<file path="src/rtl/router_output_ctrl_tp.sv">
// router_output_ctrl_tp: round-robin output-port controller for one security domain of the TP router
// Ports:
//    clk      - clock
//    reset    - synchronous active-high reset (priority pointer back to port 0)
//    reqs     - per-input-port requests, bit i = port i wants this output
//    grants   - one-hot grant to the winning port, zero when nothing transfers
//    out_val  - output-channel valid, set whenever any port requests
//    out_rdy  - downstream ready
//    xbar_sel - crossbar select, 3*domain + winning port index
module router_output_ctrl_tp #(
   parameter int domain = 0
) (
   input  logic       clk,
   input  logic       reset,
   input  logic [2:0] reqs,
   output logic [2:0] grants,
   output logic       out_val,
   input  logic       out_rdy,
   output logic [2:0] xbar_sel
);
   localparam logic [2:0] base = 3'(3 * domain);
   logic [1:0] ptr, p1, p2, winner;
   always_comb begin
      p1 = (ptr == 2'd2) ? 2'd0 : ptr + 2'd1;
      p2 = (p1 == 2'd2) ? 2'd0 : p1 + 2'd1;
      winner = reqs[ptr] ? ptr : reqs[p1] ? p1 : p2;
      out_val = |reqs;
      grants = (out_val && out_rdy) ? 3'b001 << winner : 3'b000;
      xbar_sel = base + {1'b0, out_val ? winner : 2'd0};
   end
   // priority moves past the winner only when a transfer actually happens
   always_ff @(posedge clk)
      ptr <= reset ? 2'd0 : (|grants) ? ((winner == 2'd2) ? 2'd0 : winner + 2'd1) : ptr;
endmodule

</file>
<file path="config.mk">
export PLATFORM = sky130hd
export DESIGN_NAME = router_output_ctrl_tp
export DESIGN_NICKNAME = d
export VERILOG_FILES = /design/src/rtl/router_output_ctrl_tp.sv
export SDC_FILE = /design/constraint.sdc
export NUM_CORES = 1
export LEC_CHECK = 0
export BUFFER_PORTS_ARGS = -buffer_cell sky130_fd_sc_hd__buf_4
export CORE_AREA = 2 2 39 41
export CTS_CLUSTER_DIAMETER = 30
export DETAILED_ROUTE_END_ITERATION = 10
export DIE_AREA = 0 0 41 43
export HOLD_SLACK_MARGIN = 0.1
export MAX_ROUTING_LAYER = met4
export SLEW_MARGIN = 10
export SYNTH_ARGS = -nofsm -noshare
export SYNTH_HDL_FRONTEND = slang
export SYNTH_SLANG_ARGS = --single-unit
</file>
<file path="constraint.sdc">
create_clock -name clk -period 1.1 [get_ports clk]
set_input_delay 0.11 -clock clk [delete_from_list [all_inputs] [get_ports clk]]
set_output_delay 0.11 -clock clk [all_outputs]
set_load 0.1 [all_outputs]
</file>
==> results of run 1 <==
## synth_stat cells
master    instances  area share (%)
a21boi_0          1             3.0
a21o_1            2             6.1
a21oi_1           1             2.0
a311oi_1          1             3.6
a31oi_1           1             2.5
a32oi_1           1             3.6
and4b_2           1             4.6
buf_2             1             2.0
buf_4             1             3.0
buf_6             1             4.6
conb_1            1             1.5
dfxtp_1           2              16
mux2_2            1             4.6
nand2_1           3             4.6
nand2_2           1             2.5
nand2b_1          1             2.5
nand3b_1          1             3.0
nor2_1            1             1.5
nor2b_1           2             5.1
o2111a_1          2             9.1
o211a_1           1             4.1
o21ai_0           2             4.1
or3_1             1             2.5
or3b_1            1             3.6
## stage by stage
stage	util (%)	std cells	setup slack (ns)	TNS, ns	instance area, um^2
3_3_place_gp	29.7	62	-0.115	-0.401	410
3_5_place_dp	29.7	62	-0.124	-0.415	410
5_1_grt	37.7	66	-0.298	-1.48	522
6_report	37.7	66	-0.264	-1.18	522
2_1_floorplan	-	31	-0.276	-0.853	285
4_1_cts	35.3	66	-0.288	-1.32	488
## final timing paths
| kind | from | end | slack (ns) |
|---|---|---|---|
| max | ptr[0] | grants[2] | -0.26 |
| min | out_rdy | ptr[1] | 0.15 |
| max reg2reg | ptr[1] | ptr[0] | 0 |
| min reg2reg | ptr[0] | ptr[0] | 0.65 |
## report_power, final
group          total (W)  internal (W)  switching [W]
Clock           0.000157      0.000120      0.0000374
Combinational   0.000326      0.000126       0.000200
Sequential     0.0000858     0.0000802     0.00000554
## cell families (layout without fill, tap and decap cells)
kind of cell	after synthesis	in the layout	share of synthesized area [%]
buffers and inverters	3	22	9.64
flip-flops	2	2	16.2
AND/OR/NAND/NOR	12	12	30.0
other	1	1	1.52
multiplexers	1	1	4.57
AO/OA/AOI/OAI	12	12	38.1
## final cells by class
| cell class | count | area (um^2) | area share (%) |
|---|---|---|---|
| Sequential cell | 2 | 42.5 | 8.15 |
| Timing Repair Buffer | 19 | 203 | 38.8 |
| Clock buffer | 3 | 22.5 | 4.32 |
| Multi-Input combinational cell | 26 | 234 | 44.8 |
| Tap cell | 16 | 20.0 | 3.84 |
## critical path: stages (launching register included)
cell and delay [ns]:
dfxtp_2 0.32, nand2b_4 0.16, nor2b_4 0.13, o2111a_2 0.26, buf_12 0.17
## metal layers
| layer | up-vias | GRT usage [%] | wire (um) |
|---|---|---|---|
| li1 | 156 | - | - |
| met1 | 146 | 12.1 | 320 |
| met2 | 8 | 11.3 | 330 |
| met3 | 0 | 1.57 | 33 |
| met4 | 0 | 6.00 | 0 |
| met5 | - | - | 0 |
## repair_timing
item	in CTS	in global routing
setup endpoints to repair	6	8
hold buffers	1	0
buffers inserted	0	0
endpoints found under the hold margin	2	0
pin swaps	2	3
gates resized for setup	11	7
==> metrics.cfg, run 1 <==
[status]
outcome = finished, violations left
violations = negative setup slack

[clock_network]
h-tree-depth = 1
clk_pin_slew_ns = 0.03
clock_path_buffers = 2
clock_latency_ns = 0.22
cts_buffers = 3
clock_sinks = 2
clk_root_buffer_cell = clkbuf_4
cts_tree = yes

[route]
drt_first_pass_iters = 4
drt_iter0_markers = 2
ant_nets = 0
vias = 310
wl_per_cell_um = 10.4
via_per_inst = 4.70
totalWireLength_um = 684
drc_errors = 0

[grt]
grt_usage_pct = 8.83
grt_max_degree = 9
antenna_found_initial = 0
grt-ovfl-total = 0
grt_pass1_vias = 272
grt_first_pass_wirelength_um = 1020

[power_and_ir_drop]
power.total_w = 0.000569
p_per_area_mw_per_mm2 = 1090
peakVddDrop_mv = 0.368
p_leak_nw = 0.225

[yosys]
ys_ff_latch = 2
synth_area_per_cell_um2 = 7.95
syn_inst = 31
yosysSeqAreaShare_pct = 16.2
yosysWarnings = 0
synth.cell_area_um2 = 246
synth_fp_nets = 37
ys_types = 24

[timing]
finalHoldViolations = 0
fin_crit_sh_pct = 124
min_period_ns = 1.36
whs_ns = 0.151
grt_setup_unrepaired = true
setup_violations = 5
drv_slew = 0
fmax_mhz = 733
fin_skew_ns = 0.00357
worst_slack_ns = -0.264

[final_layout]
drive_gt1_share_pct = 72.0
syn2layout_area_growth_pct = 112
top_register = ptr
biggestRegsByFlops = ptr x2
fillCellCount = 147
nNetsFinal = 58
final_cell_mix = buf_4 (12), buf_12 (4), clkbuf_4 (3)
final_common_cell = buf_4
n_antenna_cell = 0
largest_reg_flops = 2

[place]
io_buffers = 11
gp_congestion = 0.829
dp_hpwl_um = 496

[die]
core_mm2 = 0.00138
fp-row-count = 14
die-height_um = 43
die_area_mm2 = 0.00176
die_w_um = 41
io-pin-count = 13
initial_utilization_pct = 17.8

[worst_setup_path]
worstPathRequired_ns = 0.99
end_kind = primary output
crit_fanout = 4
crit_type = reg -> out
crit_arrival_ns = 1.25
start_kind = flip-flop
ff2ff_path_depth = 4

[worst_hold_path]
worstHoldPathType = in -> reg
worstHoldPathCells = 2

[flow_run]
drv_cap = 0

(Power assumes the default switching activity.)
==> run 2: changes to the inputs <==
Clock period 1.1 ns to 1.6 ns, I/O delays scaled along.
==> run 2 against run 1 <==
- clock power down 29%
- die area unchanged
- wire length decreased by 8.8%
- clock skew shrank 0.0021 ns
- final cell count decreased by 11%
- non-clock buffer count shrank 7
- combinational power shrank 48%
- via count fell by 11%
- the run now ends clean
- setup slack better by 0.30 ns
- sequential power is 26% lower
- largest power group unchanged
- critical path depth stayed put
- first-iteration DRC count rose to 4.5 times the previous value
==> metrics.cfg, run 2 (synthesis results as in run 1) <==
[final_layout]
top_register = ptr
nNetsFinal = 51  ; -12%
n_antenna_cell = 0  ; unchanged
fin_cells = 59  ; -11%
largest_reg_flops = 2  ; unchanged
biggestRegsByFlops = ptr x2
syn2layout_area_growth_pct = 60.9
drive_gt1_share_pct = 51.2  ; -21 points
final_cell_mix = buf_4 (8), nand2_1 (3), clkbuf_4 (3)
final_common_cell = buf_4

[grt]
antenna_found_initial = 0  ; unchanged
grt_usage_pct = 8.21  ; -0.62 points
grt_pass1_vias = 210  ; -23%
grt-ovfl-total = 0  ; unchanged
grt_first_pass_wirelength_um = 924  ; -9.5%
grt_max_degree = 11  ; +2

[timing]
fin_skew_ns = 0.00149  ; -0.00208 ns
finalHoldViolations = 0  ; unchanged
grt_setup_unrepaired = false
fmax_mhz = 641
setup_violations = 0  ; -5
worst_slack_ns = 0.0404  ; +0.305 ns
min_period_ns = 1.56
fin_crit_sh_pct = 97.5
whs_ns = 0.182  ; +0.0313 ns
drv_slew = 0  ; unchanged

[status]
outcome = complete, no violations

[place]
place_ws_ns = 0.155  ; +0.279 ns
gp_congestion = 0.765  ; -7.7%
dp_hpwl_um = 452  ; -9.0%
io_buffers = 11  ; unchanged
dp_cells = 55  ; -11%

[die]
core_mm2 = 0.00138  ; unchanged
fp-row-count = 14  ; unchanged
die_w_um = 41  ; unchanged
initial_utilization_pct = 17.8  ; unchanged
die-height_um = 43  ; unchanged
die_area_mm2 = 0.00176  ; unchanged
io-pin-count = 13  ; unchanged

[worst_setup_path]
crit_arrival_ns = 1.40  ; +0.15 ns
crit_fanout = 8  ; +4
worstPathRequired_ns = 1.44  ; +0.45 ns
end_kind = primary output
start_kind = flip-flop
crit_type = reg -> out
r2r_slack_ns = 0.50  ; +0.50 ns

[clock_network]
clock_sinks = 2  ; unchanged
h-tree-depth = 1  ; unchanged
cts_buffers = 3  ; unchanged
clock_path_buffers = 2  ; unchanged
cts_setup_buffers = 0  ; unchanged
cts_tree = yes
clk_root_buffer_cell = clkbuf_4
clock_latency_ns = 0.22  ; about the same
clk_pin_slew_ns = 0.03  ; about the same

[route]
wl_per_cell_um = 10.6  ; +2.1%
vias = 275  ; -11%
drc_errors = 0  ; unchanged
drt_first_pass_iters = 4  ; unchanged
totalWireLength_um = 624  ; -8.8%
drt_iter0_markers = 9  ; +7
ant_nets = 0  ; unchanged
via_per_inst = 4.66  ; -0.77%

[flow_run]
drv_cap = 0  ; unchanged

[worst_hold_path]
worstHoldPathType = in -> reg

[power_and_ir_drop]
power.total_w = 0.000347  ; -39%
peakVddDrop_mv = 0.198  ; -46%
p_leak_nw = 0.176  ; -22%
p_per_area_mw_per_mm2 = 875  ; -20%

-- run 2: report_power, final --
| group | switching [W] | internal [W] | leakage (nW) | total [W] |
|---|---|---|---|---|
| sequential | 0.00000867 | 0.0000552 | 0.0172 | 0.0000639 |
| combinational | 0.000120 | 0.0000517 | 0.145 | 0.000171 |
| clock | 0.0000290 | 0.0000828 | 0.0138 | 0.000112 |
| total | 0.000157 | 0.000190 | 0.176 | 0.000347 |
-- run 2: per-layer routing --
metal / vias up / GRT usage [%] / part of all wire, %
met5: - / - / 0
met1: 124 / 11.1 / 50
li1: 142 / - / -
met3: 0 / 4.71 / 4.8
met4: 0 / 6.00 / 0
met2: 9 / 8.44 / 45
-- run 2: per-stage QoR --
stage | utilization [%] | area [um^2] | setup TNS [ns]
after global placement | 24.4 | 338 | 0
after detailed placement | 24.4 | 338 | 0
after CTS | 27.9 | 387 | 0
after floorplan | - | 259 | -0.0367
after global routing | 28.7 | 397 | 0
final | 28.7 | 397 | 0
-- run 2: layout make-up --
cell class,count,area [um^2]
clock buffer,3,22.5
fill,159,987
multi-input combinational,26,199
sequential,2,42.5
tap,16,20.0
timing repair buffer,12,113
-- run 2: what timing repair did --
| item | CTS | global route |
|---|---|---|
| pin swaps | 0 | 0 |
| hold endpoints to repair | 2 | 0 |
| gates resized for setup | 5 | 3 |
| setup endpoints to repair | 4 | 2 |
| hold buffers | 1 | 0 |
| cloned | 0 | 0 |
-- run 2: path summary, 6_finish.rpt --
path | depth (start not counted) | to | from
worst max-delay path | 4 | grants[2] | ptr[0]
worst min-delay path | 2 | ptr[1] | out_rdy
worst max register to register | 3 | ptr[0] | ptr[0]
worst min register to register | 2 | ptr[0] | ptr[0]
-- run 2: worst max-delay path: stages (launching register included) --
cell      delay, ns
dfxtp_2        0.39
nand2b_1       0.17
nor2b_1        0.20
o2111a_2       0.23
buf_12         0.17
